$ cat src/rtl/mem_out_rd_streamer_if.sv
// Bus bundle for the output-SRAM read port and the outgoing valid/ready word stream.
interface mem_out_rd_streamer_if #(
   parameter int DATA_W = 192,
   parameter int ADDR_W = 14,
   parameter int CA_W   = 4
);
   logic                     NCE;
   logic                     NWRT;
   logic [ADDR_W-CA_W-1:0]   RA;
   logic [CA_W-1:0]          CA;
   logic [DATA_W-1:0]        Q;
   logic [DATA_W-1:0]        m_data;
   logic                     m_valid;
   logic                     m_ready;
   logic                     m_last;

   modport master (
      output NCE, NWRT, RA, CA, m_data, m_valid, m_last,
      input  Q, m_ready
   );

   modport slave (
      input  NCE, NWRT, RA, CA, m_data, m_valid, m_last,
      output Q, m_ready
   );
endinterface

$ cat src/rtl/mem_out_rd_streamer.sv
// Streams a burst of words out of the DCT output SRAM, absorbing its one-cycle read
// latency in a 2-entry FIFO so downstream backpressure never loses or repeats a word.
module mem_out_rd_streamer #(
   parameter int DATA_W = 192,
   parameter int ADDR_W = 14,
   parameter int CA_W   = 4
) (
   input  logic                   clk,
   input  logic                   reset,
   input  logic                   start,
   input  logic [ADDR_W-1:0]      start_addr,
   input  logic [ADDR_W-1:0]      num_words_m1,
   output logic                   busy,
   output logic                   done,
   mem_out_rd_streamer_if.master  bus
);

   typedef enum logic [1:0] {IDLE, RUN, DRAIN} state_e;

   state_e              state_q, state_d;
   logic [ADDR_W-1:0]   addr_q;
   logic [ADDR_W:0]     issue_left_q;
   logic                inflight_q;
   logic                inflight_last_q;
   logic [DATA_W-1:0]   fifo_data_q [2];
   logic [1:0]          fifo_last_q;
   logic                rd_ptr_q;
   logic                wr_ptr_q;
   logic [1:0]          count_q;
   logic                done_q;

   logic                pop;
   logic                issue;
   logic                issue_last;
   logic                head_last;
   logic [2:0]          occupancy;

   assign bus.m_valid = (count_q != 2'd0);
   assign bus.m_data  = bus.m_valid ? fifo_data_q[rd_ptr_q] : '0;
   assign head_last   = bus.m_valid & fifo_last_q[rd_ptr_q];
   assign bus.m_last  = head_last;
   assign pop         = bus.m_valid & bus.m_ready;
   assign issue_last  = (issue_left_q == {{ADDR_W{1'b0}}, 1'b1});
   assign occupancy   = {1'b0, count_q} + {2'b00, inflight_q};
   assign bus.RA      = addr_q[ADDR_W-1:CA_W];
   assign bus.CA      = addr_q[CA_W-1:0];
   assign bus.NWRT    = 1'b1;
   assign done        = done_q;

   // NOTE: sequential state uses non-blocking assignments so every register samples pre-edge values.
   always_ff @(posedge clk) begin
      if (reset) state_q <= IDLE;
      else       state_q <= state_d;
   end

   // NOTE: every always_comb output gets a default first so no path can infer a latch.
   always_comb begin
      state_d = state_q;
      unique case (state_q)
         IDLE:    if (start)              state_d = RUN;
         RUN:     if (issue && issue_last) state_d = DRAIN;
         DRAIN:   if (pop && head_last)   state_d = IDLE;
         default:                          state_d = IDLE;
      endcase
   end

   // A read is issued only if the word it returns is guaranteed a FIFO slot.
   always_comb begin
      issue = 1'b0;
      if (state_q == RUN)
         issue = ((occupancy - {2'b00, pop}) < 3'd2);
      bus.NCE = ~issue;
      busy    = (state_q != IDLE);
   end

   always_ff @(posedge clk) begin
      if (reset) begin
         addr_q          <= '0;
         issue_left_q    <= '0;
         inflight_q      <= 1'b0;
         inflight_last_q <= 1'b0;
         fifo_last_q     <= '0;
         rd_ptr_q        <= 1'b0;
         wr_ptr_q        <= 1'b0;
         count_q         <= '0;
         done_q          <= 1'b0;
      end else begin
         done_q          <= pop & head_last;
         inflight_q      <= issue;
         inflight_last_q <= issue & issue_last;
         if (state_q == IDLE && start) begin
            addr_q       <= start_addr;
            issue_left_q <= {1'b0, num_words_m1} + {{ADDR_W{1'b0}}, 1'b1};
         end else if (issue) begin
            addr_q       <= addr_q + {{(ADDR_W-1){1'b0}}, 1'b1};
            issue_left_q <= issue_left_q - {{ADDR_W{1'b0}}, 1'b1};
         end
         if (inflight_q) begin
            fifo_last_q[wr_ptr_q] <= inflight_last_q;
            wr_ptr_q              <= ~wr_ptr_q;
         end
         if (pop) rd_ptr_q <= ~rd_ptr_q;
         unique case ({inflight_q, pop})
            2'b10:   count_q <= count_q + 2'd1;
            2'b01:   count_q <= count_q - 2'd1;
            default: count_q <= count_q;
         endcase
      end
   end

   // NOTE: FIFO storage is not reset; entries are only visible once count_q marks them valid.
   always_ff @(posedge clk) begin
      if (inflight_q) fifo_data_q[wr_ptr_q] <= bus.Q;
   end

endmodule

$ cat src/flat_wrapper.sv
// flat-port wrapper written by rule: the top's interface ports become plain ports
module mem_out_rd_streamer_flat 
#(
   parameter int DATA_W = 192,
   parameter int ADDR_W = 14,
   parameter int CA_W   = 4
)
  (clk, reset, start, start_addr, num_words_m1, busy, done, bus_NCE, bus_NWRT, bus_RA, bus_CA, bus_m_data, bus_m_valid, bus_m_last, bus_Q, bus_m_ready);
  mem_out_rd_streamer_if #(.DATA_W(DATA_W), .ADDR_W(ADDR_W), .CA_W(CA_W)) bus_i ();
  input  logic clk;
  input  logic reset;
  input  logic start;
  input  logic [ADDR_W-1:0] start_addr;
  input  logic [ADDR_W-1:0] num_words_m1;
  output logic busy;
  output logic done;
  output wire logic [$bits(bus_i.NCE)-1:0] bus_NCE;
  output wire logic [$bits(bus_i.NWRT)-1:0] bus_NWRT;
  output wire logic [$bits(bus_i.RA)-1:0] bus_RA;
  output wire logic [$bits(bus_i.CA)-1:0] bus_CA;
  output wire logic [$bits(bus_i.m_data)-1:0] bus_m_data;
  output wire logic [$bits(bus_i.m_valid)-1:0] bus_m_valid;
  output wire logic [$bits(bus_i.m_last)-1:0] bus_m_last;
  input wire logic [$bits(bus_i.Q)-1:0] bus_Q;
  input wire logic [$bits(bus_i.m_ready)-1:0] bus_m_ready;
  assign bus_NCE = bus_i.NCE;
  assign bus_NWRT = bus_i.NWRT;
  assign bus_RA = bus_i.RA;
  assign bus_CA = bus_i.CA;
  assign bus_m_data = bus_i.m_data;
  assign bus_m_valid = bus_i.m_valid;
  assign bus_m_last = bus_i.m_last;
  assign bus_i.Q = bus_Q;
  assign bus_i.m_ready = bus_m_ready;
  mem_out_rd_streamer #(.DATA_W(DATA_W), .ADDR_W(ADDR_W), .CA_W(CA_W)) u_core (.clk(clk), .reset(reset), .start(start), .start_addr(start_addr), .num_words_m1(num_words_m1), .busy(busy), .done(done), .bus(bus_i));
endmodule
$ cat config.mk
export PLATFORM = sky130hd
export DESIGN_NAME = mem_out_rd_streamer_flat
export DESIGN_NICKNAME = d
export VERILOG_FILES = /design/src/rtl/mem_out_rd_streamer_if.sv /design/src/rtl/mem_out_rd_streamer.sv /design/src/flat_wrapper.sv
export SDC_FILE = /design/constraint.sdc
export NUM_CORES = 1
export LEC_CHECK = 0
export ABC_AREA = 1
export BUFFER_PORTS_ARGS = -buffer_cell sky130_fd_sc_hd__buf_2
export CAP_MARGIN = 20
export CORE_ASPECT_RATIO = 1.5
export CORE_MARGIN = 1
export CORE_UTILIZATION = 48
export DETAILED_ROUTE_END_ITERATION = 10
export GPL_ROUTABILITY_DRIVEN = 0
export PLACE_DENSITY = 0.79
export SLEW_MARGIN = 20
export SYNTH_ARGS = -nofsm -noshare
export SYNTH_HDL_FRONTEND = slang
export SYNTH_SLANG_ARGS = --single-unit
$ cat constraint.sdc
create_clock -name clk -period 9.2 [get_ports clk]
set_clock_uncertainty 0.2 [all_clocks]
set_input_delay 1.38 -clock clk [delete_from_list [all_inputs] [get_ports clk]]
set_output_delay 1.38 -clock clk [all_outputs]
set_load 0.05 [all_outputs]
==> impl_metrics.csv, run 1 <==
group,metric,value,unit
outcome,status,"finished clean",
clocking,clk_pin_slew,60,ps
placement,dp_hpwl,26.9,mm
cells_and_area,drive_above_1_share,0.278,
logic_synthesis,synthMuxAreaShare,0,
drt,dr.first_iter.drc_count,1049,
worst_setup_path,end_kind,"output port",
clocking,clock-sinks,425,
logic_synthesis,ys_top_cells_by_area,"edfxtp_1, nand2_1, a21oi_1",
worst_setup_path,cp.required,7620,ps
grt,antenna_found_initial,10,
floorplanning,start_util,0.491,
power,peakVddDrop,0.242,mV
cells_and_area,syn_to_final_growth,22.5,%
drt,drc,0,
drt,via_per_inst,5.21,
logic_synthesis,synth_most_common_cell,"nand2_1",
sta,rsz0062_at_grt,"false",
floorplanning,core_area,34500,um^2
sta,tightest_slew,1180,ps
logic_synthesis,syn_inst,1457,
sta,slew_headroom,0.216,
clocking,htree_levels,2,
floorplanning,rows,83,
logic_synthesis,synth.cell_area,16900,um^2
worst_setup_path,worstSetupPathType,"primary input to output port",
drt,vias,12300,
logic_synthesis,synth_common_cells,"nand2_1, edfxtp_1, a21oi_1",
sta,setup_violations,0,
sta,setup_ws,4200,ps
logic_synthesis,ys_seq_area_frac,0.730,
logic_synthesis,synthSimpleGateAreaFrac,0.147,
cells_and_area,fin_cells,2365,
worst_setup_path,crit_path_start_kind,"primary input",
grt,grt-ovfl-total,0,
logic_synthesis,ys_ff_latch,425,
power,p_leak,0.00847,uW
clocking,cts_tree,"yes",
logic_synthesis,synth_edf_count,384,
logic_synthesis,synthDistinctLibCells,36,
grt,gr-usage-all-layers,0.223,
logic_synthesis,yosysTopAreaCellShare,0.681,
floorplanning,die_h,232,um
logic_synthesis,synth_area_per_cell,11.6,um^2
cells_and_area,final_cell_area,20700,um^2
worst_setup_path,worst_ep_arrival_time,3420,ps
clocking,cts_inserted_buffers,40,
power,pwr_density_cell,226,nW/um^2
floorplanning,die_width,155,um
drt,ant_nets,0,
clocking,cts_buffer_depth,3,
logic_synthesis,syn_nets,1686,
grt,grt_first_pass_wirelength,61.8,mm
logic_synthesis,async_reset_ff_frac,0,
cells_and_area,fill_cells,2709,
clocking,ctsResizeCount,0,
logic_synthesis,yosysTopAreaCell,"edfxtp_1",
clocking,postCtsSetupBuffers,0,
placement,placed_cells,2288,
sta,finalMaxSlewViolations,0,
floorplanning,pin_count,436,
worst_setup_path,cp_max_fo,9,
drt,dr.pass1.iters,7,
sta,tns,0,ps
cells_and_area,multiInputGateArea,4010,um^2
logic_synthesis,synthFlopType,"edfxtp_1",
placement,port_buffers,434,
floorplanning,die_area,36000,um^2
sta,fin_crit,5000,ps
logic_synthesis,ys_warn_count,0,
clocking,hold_buffers,0,
sta,fin_crit_sh,0.544,
logic_synthesis,synthAdderAreaFrac,0.00414,
sta,timing.fmax,200,MHz
cells_and_area,nNetsFinal,2092,
hold_path,holdCritPathClass,"flip-flop to flip-flop",
job,drv_cap,0,
logic_synthesis,synth_top_family_by_area,"simple AND/OR/NAND/NOR gates",
clocking,cts_root_buf,"clkbuf_16",
cells_and_area,regArea,12400,um^2
grt,grt_max_degree,193,
placement,place_area,19400,um^2
logic_synthesis,synth_compound_area_frac,0.0786,
placement,dp_slack,4200,ps
logic_synthesis,synth-xor-area-share,0.00621,
sta,hold_violations,0,
grt,first_global_vias,12000,
clocking,clock_latency,520,ps
drt,drt-total-wl,41.8,mm
drt,avgRoutedWirePerCell,17.7,um
==> report_power, final <==
group          internal (uW)  leakage [uW]  switching, uW
Sequential              2190       0.00382           38.9
Clock                    944      0.000629            708
Combinational            186       0.00403            618
Total                   3320       0.00847           1370
==> stage by stage <==
step	power, uW	hold WS, ps	util
4_1_cts	4710	312	0.601
5_1_grt	4850	334	0.601
2_1_floorplan	2850	255	-
3_3_place_gp	3060	273	0.563
3_5_place_dp	3070	292	0.563
6_report	4680	309	0.601
==> cells in the final DEF, fill, tap and decap left out, types with 5 or more instances in the layout <==
cell	n
a21oi_1	218
buf_2	434
buf_4	7
bufinv_16	5
clkbuf_16	40
clkinv_2	10
clkinvlp_4	6
dfxtp_1	40
diode_2	6
edfxtp_1	384
inv_1	48
nand2_1	483
nand3_1	46
nand4_1	5
nor2_1	67
nor2_4	5
nor3_1	6
o21ai_0	21
xnor2_1	5
xor2_1	7
==> routing by layer <==
metal | vias up | global-route usage | wire length, um
met5 | - | 0 | 51
met4 | 8 | 0.106 | 1740
met3 | 101 | 0.0590 | 3370
met2 | 549 | 0.402 | 21800
met1 | 5821 | 0.241 | 14900
li1 | 5848 | - | -
==> kinds of logic after synthesis <==
kind of cell | Yosys count
adders and majority gates | 5
xor gates and xnor gates | 12
AOI/OAI and AO/OA | 259
buffers and inverters | 130
other | 1
DFF | 425
and+or+nand+nor | 625
==> layout make-up <==
class	instances	area share
Clock inverter	28	0.0142
Antenna cell	6	0.000724
Sequential cell	425	0.596
Timing Repair Buffer	442	0.108
Clock buffer	43	0.0488
Tap cell	467	0.0282
Inverter	52	0.0100
Multi-Input combinational cell	902	0.194
==> state kept, by name, summed over array words and instances (netlist names), named ones only <==
name,flops
u_core.issue_left_q,15
u_core.inflight_q,1
u_core.inflight_last_q,1
u_core.fifo_last_q,2
u_core.fifo_data_q,384
u_core.rd_ptr_q,1
u_core.state_q,2
u_core.done,1
u_core.wr_ptr_q,1
u_core.count_q,2
u_core.addr_q,14
==> critical path, cell delays in order <==
cell	delay, ps
buf_2	100
inv_1	40
nor2_1	240
nand2_1	110
inv_1	110
nor2_1	50
nor2_1	140
inv_1	70
fa_1	490
inv_1	60
nor2_2	100
nand3_2	220
buf_2	310
==> path summary, 6_finish.rpt <==
path,startpoint,to,slack [ps],cells after the start
setup / recovery,bus_m_ready,bus_NCE,4200,13
hold / removal,u_core.fifo_last_q[1]$_SDFFE_PP0P_,u_core.fifo_last_q[1]$_SDFFE_PP0P_,310,2
setup reg to reg,u_core.count_q[1]$_SDFFE_PP0N_,u_core.addr_q[7]$_SDFFE_PP0P_,5770,14
hold reg to reg,u_core.fifo_last_q[1]$_SDFFE_PP0P_,u_core.fifo_last_q[1]$_SDFFE_PP0P_,310,2
Note: power is estimated with default switching activity, not from simulation.
==> run 2: changes to the inputs <==
Clock period 9.2 ns to 4.3 ns, I/O delays scaled along.
==> run 2 against run 1 <==
Effect of this change: wire length is 3.2% higher; first-iteration DRC count fell by 0.57%; sequential share of layout area fell by 0.51 points; critical path type is now flip-flop to output port; worst hold slack lost 220 ps; largest cell class unchanged; utilization up 0.52 points; cell area increased by 0.86%; non-clock buffer count is 13 higher; clock power up 110%; total power rose by 110%; highest routed layer unchanged; global-route usage is 1.0 points higher; sequential power grew 110%.
==> impl_metrics.csv, run 2 (synthesis results as in run 1) <==
group,metric,value,unit
clocking,cts_tree,"yes",
sta,hold_violations,0,
power,p_sw_frac,0.291,
clocking,ctsResizeCount,0,
floorplanning,die_width,155,um
worst_setup_path,cp_slowest_cell,"fa_1",
cells_and_area,layout_common_cells,"nand2_1, buf_2, edfxtp_1, a21oi_1, nor2_1",
worst_setup_path,worst_ep_arrival_time,3050,ps
worst_setup_path,cp_max_fo,9,
cells_and_area,regArea,12400,um^2
grt,grt-ovfl-total,0,
grt,first_global_vias,12400,
worst_setup_path,r2r_cells,16,
drt,dr.first_iter.drc_count,1043,
drt,vias,12500,
cells_and_area,largest_reg_flops,384,
clocking,cts_inserted_buffers,40,
power,p_sw,2920,uW
worst_setup_path,worstSetupPathType,"flip-flop to output port",
power,p_int,7110,uW
sta,fin_crit,3900,ps
clocking,postCtsSetupBuffers,0,
power,fin_total_pwr,10000,uW
placement,dp_hpwl,27.8,mm
sta,timing.fmax,257,MHz
drt,drt-total-wl,43.2,mm
floorplanning,die_h,232,um
grt,grt_max_degree,195,
cells_and_area,regMostFlops,"u_core.fifo_data_q",
worst_setup_path,path_cells,"nor2_4, nor2_1, nand2_1, inv_1, nor2_1, nor2_1, inv_1, fa_1, inv_1, nor2_2, nand3_2, buf_2",
clocking,clk_pin_slew,70,ps
worst_setup_path,cp.required,3450,ps
drt,avgRoutedWirePerCell,18.1,um
sta,fin_crit_sh,0.906,
drt,dr.pass1.iters,6,
worst_setup_path,end_kind,"output port",
clocking,htree_levels,2,
cells_and_area,multiInputGateArea,4010,um^2
floorplanning,start_util,0.491,
worst_setup_path,r2r_start,"u_core.count_q[1]$_SDFFE_PP0N_",
sta,tns,0,ps
power,seqPwrFrac,0.476,
grt,antenna_found_initial,11,
sta,slew_headroom,0.235,
floorplanning,rows,83,
worst_setup_path,crit_path_start_kind,"flip-flop",
power,power.share.clock,0.350,
cells_and_area,layout_commonest_cell,"nand2_1",
worst_setup_path,cp_slowest_stage_delay,500,ps
cells_and_area,top_regs,"u_core.fifo_data_q (384), u_core.issue_left_q (15), u_core.addr_q (14)",
clocking,cts_buffer_depth,3,
sta,rsz0062_at_grt,"false",
cells_and_area,nNetsFinal,2105,
clocking,clock-sinks,425,
floorplanning,core_area,34500,um^2
cells_and_area,syn_to_final_growth,23.5,%
clocking,cts_root_buf,"clkbuf_16",
clocking,clock_latency,530,ps
power,combPwrFrac,0.174,
outcome,status,"finished clean",
job,drv_cap,0,
sta,setup_violations,0,
placement,port_buffers,434,
worst_setup_path,cp_top_family,"simple AND/OR/NAND/NOR gates",
power,pwr_density_cell,480,nW/um^2
hold_path,holdCritPathClass,"primary input to flip-flop",
cells_and_area,drive_above_1_share,0.280,
sta,finalMaxSlewViolations,0,
worst_setup_path,worst-path-buf-inv,4,
cells_and_area,fill_cells,2751,
power,peakVddDrop,0.470,mV
grt,grt_first_pass_wirelength,64.4,mm
hold_path,hold_start,"bus_Q[135]",
clocking,hold_buffers,0,
cells_and_area,final_cell_area,20900,um^2
grt,gr-usage-all-layers,0.233,
worst_setup_path,r2r_end,"u_core.addr_q[9]$_SDFFE_PP0P_",
sta,tightest_slew,1150,ps
drt,via_per_inst,5.25,
drt,ant_nets,0,
drt,drc,0,
power,p_leak,0.00857,uW
floorplanning,die_area,36000,um^2
worst_setup_path,rrSetupSlack,1040,ps
floorplanning,pin_count,436,
placement,place_area,19600,um^2
hold_path,holdPathEnd,"u_core.fifo_data_q[0][135]$_DFFE_PP_",
hold_path,hold_depth,1,
## run 2: layout make-up
class,instances,share of cell area
Timing Repair Buffer,455,0.116
Antenna cell,10,0.00120
Clock inverter,21,0.0109
Tap cell,467,0.0280
Clock buffer,50,0.0509
Multi-Input combinational cell,902,0.192
Inverter,52,0.00976
Sequential cell,425,0.591
## run 2: metrics by stage
stage               utilization  cells  hold WS, ps  setup WS [ps]
floorplan                     -   1457          255            383
global placement          0.566   2298          279            860
detailed placement        0.567   2300          289            699
CTS                       0.605   2371         57.8            387
global route              0.606   2381         63.4            242
finish                    0.606   2382         85.8            404
## run 2: layer usage
layer	share of wire	track usage	routed length, um	up-vias
li1	-	-	-	5893
met1	0.35	0.256	15100	5900
met2	0.51	0.406	22000	578
met3	0.085	0.0644	3690	128
met4	0.055	0.128	2360	2
met5	0.00025	0	11	-
## run 2: power by group through the flow
| stage | Combinational [uW] | Sequential [uW] | Clock, uW |
|---|---|---|---|
| 2_1_floorplan | 1210 | 4890 | 0 |
| 3_3_place_gp | 1690 | 4860 | 0 |
| 3_5_place_dp | 1730 | 4860 | 0 |
| 4_1_cts | 1740 | 4770 | 3590 |
| 5_1_grt | 1870 | 4790 | 3730 |
| 6_report | 1740 | 4780 | 3510 |
## run 2: worst max path at each step
| stage | from | depth (start not counted) | end | slack, ps |
|---|---|---|---|---|
| after global placement | bus_m_ready | 13 | bus_NCE | 860 |
| after CTS | u_core.count_q[1]$_SDFFE_PP0N_ | 12 | bus_NCE | 390 |
| after detailed placement | bus_m_ready | 13 | bus_NCE | 700 |
| after global routing | u_core.count_q[1]$_SDFFE_PP0N_ | 12 | bus_NCE | 240 |
| after floorplan | u_core.wr_ptr_q$_SDFFE_PP0P_ | 2 | u_core.fifo_data_q[1][0]$_DFFE_PP_ | 380 |
| final | u_core.count_q[1]$_SDFFE_PP0N_ | 12 | bus_NCE | 400 |
==> run 3: changes to the inputs <==
Settings changed: BUFFER_PORTS_ARGS -buffer_cell sky130_fd_sc_hd__buf_2 to -buffer_cell sky130_fd_sc_hd__buf_4, CORE_UTILIZATION 48 to 45, PLACE_DENSITY 0.79 to 0.75.
==> run 3 against run 2 <==
Effect of this change: utilization decreased by 1.3 points; wire length increased by 3.5%; cell area increased by 4.8%; die area increased by 6.6%; critical endpoint unchanged; highest routed layer is now met4.
==> impl_metrics.csv, run 3 (synthesis results as in run 1) <==
group,metric,value,unit
outcome,status,"finished clean",
sta,setup_violations,0,
power,p_leak,0.00871,uW
cells_and_area,fill_cells,2970,
drt,via_per_inst,5.24,
grt,grt_first_pass_wirelength,67.1,mm
sta,tightest_slew,1090,ps
power,fin_total_pwr,10100,uW
grt,gr-usage-all-layers,0.226,
drt,drt-total-wl,44.7,mm
drt,avgRoutedWirePerCell,18.7,um
floorplanning,die_width,160,um
grt,met3_usage,0.0511,
worst_setup_path,path_cells,"nor2_4, nor2_1, nand2_1, inv_1, nor2_1, nor2_1, inv_1, fa_1, inv_1, nor2_2, nand3_2, buf_4",
floorplanning,die_h,240,um
drt,dr.first_iter.drc_count,1093,
clocking,cts_tree,"yes",
worst_setup_path,cp_slowest_stage_delay,500,ps
floorplanning,start_util,0.459,
cells_and_area,layout_common_cells,"nand2_1, buf_4, edfxtp_1, a21oi_1, nor2_1",
clocking,clock-sinks,425,
worst_setup_path,crit_path_start_kind,"flip-flop",
worst_setup_path,cp_top_family,"simple AND/OR/NAND/NOR gates",
sta,rsz0062_at_grt,"false",
placement,dp_slack,743,ps
sta,timing.fmax,256,MHz
grt,first_global_vias,12400,
job,drv_cap,0,
sta,slew_headroom,0.275,
sta,tns,0,ps
grt,grt-busiest-layer,"met2",
sta,fin_crit,3910,ps
grt,grt_max_degree,195,
floorplanning,pin_count,436,
worst_setup_path,worst-path-buf-inv,4,
worst_setup_path,cp_max_fo,9,
grt,use_met2,0.405,
clocking,htree_levels,2,
cells_and_area,syn_to_final_growth,29.5,%
floorplanning,die_area,38400,um^2
cells_and_area,layout_commonest_cell,"nand2_1",
drt,ant_nets,0,
worst_setup_path,worstSetupPathType,"flip-flop to output port",
cells_and_area,top_regs,"u_core.fifo_data_q (384), u_core.issue_left_q (15), u_core.addr_q (14)",
grt,grt-ovfl-total,0,
sta,setup_ws,393,ps
grt,use_met1,0.250,
floorplanning,core_area,36900,um^2
power,peakVddDrop,0.366,mV
clocking,cts_root_buf,"clkbuf_16",
clocking,ctsResizeCount,0,
worst_setup_path,cp_slowest_cell,"dfxtp_1",
clocking,cts_buffer_depth,3,
worst_setup_path,end_kind,"output port",
clocking,cts_inserted_buffers,40,
cells_and_area,largest_reg_flops,384,
cells_and_area,drive_above_1_share,0.275,
floorplanning,rows,86,
clocking,clk_pin_slew,60,ps
placement,place_area,20600,um^2
clocking,hold_buffers,0,
sta,hold_violations,0,
grt,antenna_found_initial,4,
placement,dp_hpwl,29.5,mm
worst_setup_path,cp.required,3450,ps
placement,port_buffers,434,
clocking,postCtsSetupBuffers,0,
cells_and_area,final_cell_area,21900,um^2
sta,finalMaxSlewViolations,0,
drt,drc,0,
power,pwr_density_cell,460,nW/um^2
cells_and_area,regMostFlops,"u_core.fifo_data_q",
cells_and_area,nNetsFinal,2102,
drt,vias,12500,
worst_setup_path,worst_ep_arrival_time,3060,ps
drt,dr.pass1.iters,7,
sta,fin_crit_sh,0.909,
cells_and_area,final_util,0.594,
hold_path,holdCritPathClass,"primary input to flip-flop",
clocking,clock_latency,530,ps
-- run 3: changes by cell type in the layout (fill, tap and decap cells not counted), moves of 2 or more --
cell / previous run / this run
clkinv_2: 7 / 5
buf_2: 434 / 0
buf_4: 14 / 445
clkbuf_1: 8 / 11
clkinv_1: 5 / 8
diode_2: 10 / 4
-- run 3: worst register-to-register path: cells and delay by family, from the launching register on --
family,cells,cell delay (ps)
adder cells (fa/ha/maj),1,500
flip-flops,1,500
buffers and inverters,4,350
AND/OR/NAND/NOR,11,1680
-- run 3: through the flow --
step | std cells | hold WS [ps]
5_1_grt | 2390 | 55.0
2_1_floorplan | 1457 | 255
4_1_cts | 2385 | 51.5
3_5_place_dp | 2314 | 292
6_report | 2390 | 77.7
3_3_place_gp | 2314 | 278
-- run 3: power breakdown --
group	internal [uW]	leakage, uW	switching, uW
clock network	1920	0.000599	1470
registers	4680	0.00382	87.5
logic	568	0.00429	1350
total	7170	0.00871	2910
-- run 3: layer usage --
metal,share of wire,vias up
li1,-,5857
met1,0.35,5963
met2,0.53,575
met3,0.077,121
met4,0.047,0
met5,0,-
-- run 3: worst paths after layout --
kind                                  start                                   end  slack [ps]  depth (start not counted)
max          u_core.count_q[1]$_SDFFE_PP0N_                               bus_NCE         390                         12
min                              bus_Q[137]  u_core.fifo_data_q[0][137]$_DFFE_PP_          80                          1
max reg2reg  u_core.count_q[1]$_SDFFE_PP0N_         u_core.addr_q[9]$_SDFFE_PP0P_        1010                         16
min reg2reg  u_core.addr_q[13]$_SDFFE_PP0P_        u_core.addr_q[13]$_SDFFE_PP0P_         310                          2
-- run 3: layout make-up --
class / instances / area (um^2) / share of cell area
timing repair buffer: 452 / 3490 / 0.159
antenna: 4 / 10.0 / 0.000457
clock buffer: 52 / 1060 / 0.0482
sequential: 425 / 12400 / 0.564
inverter: 52 / 204 / 0.00931
tap: 484 / 606 / 0.0276
clock inverter: 19 / 178 / 0.00811
multi-input combinational: 902 / 4010 / 0.183
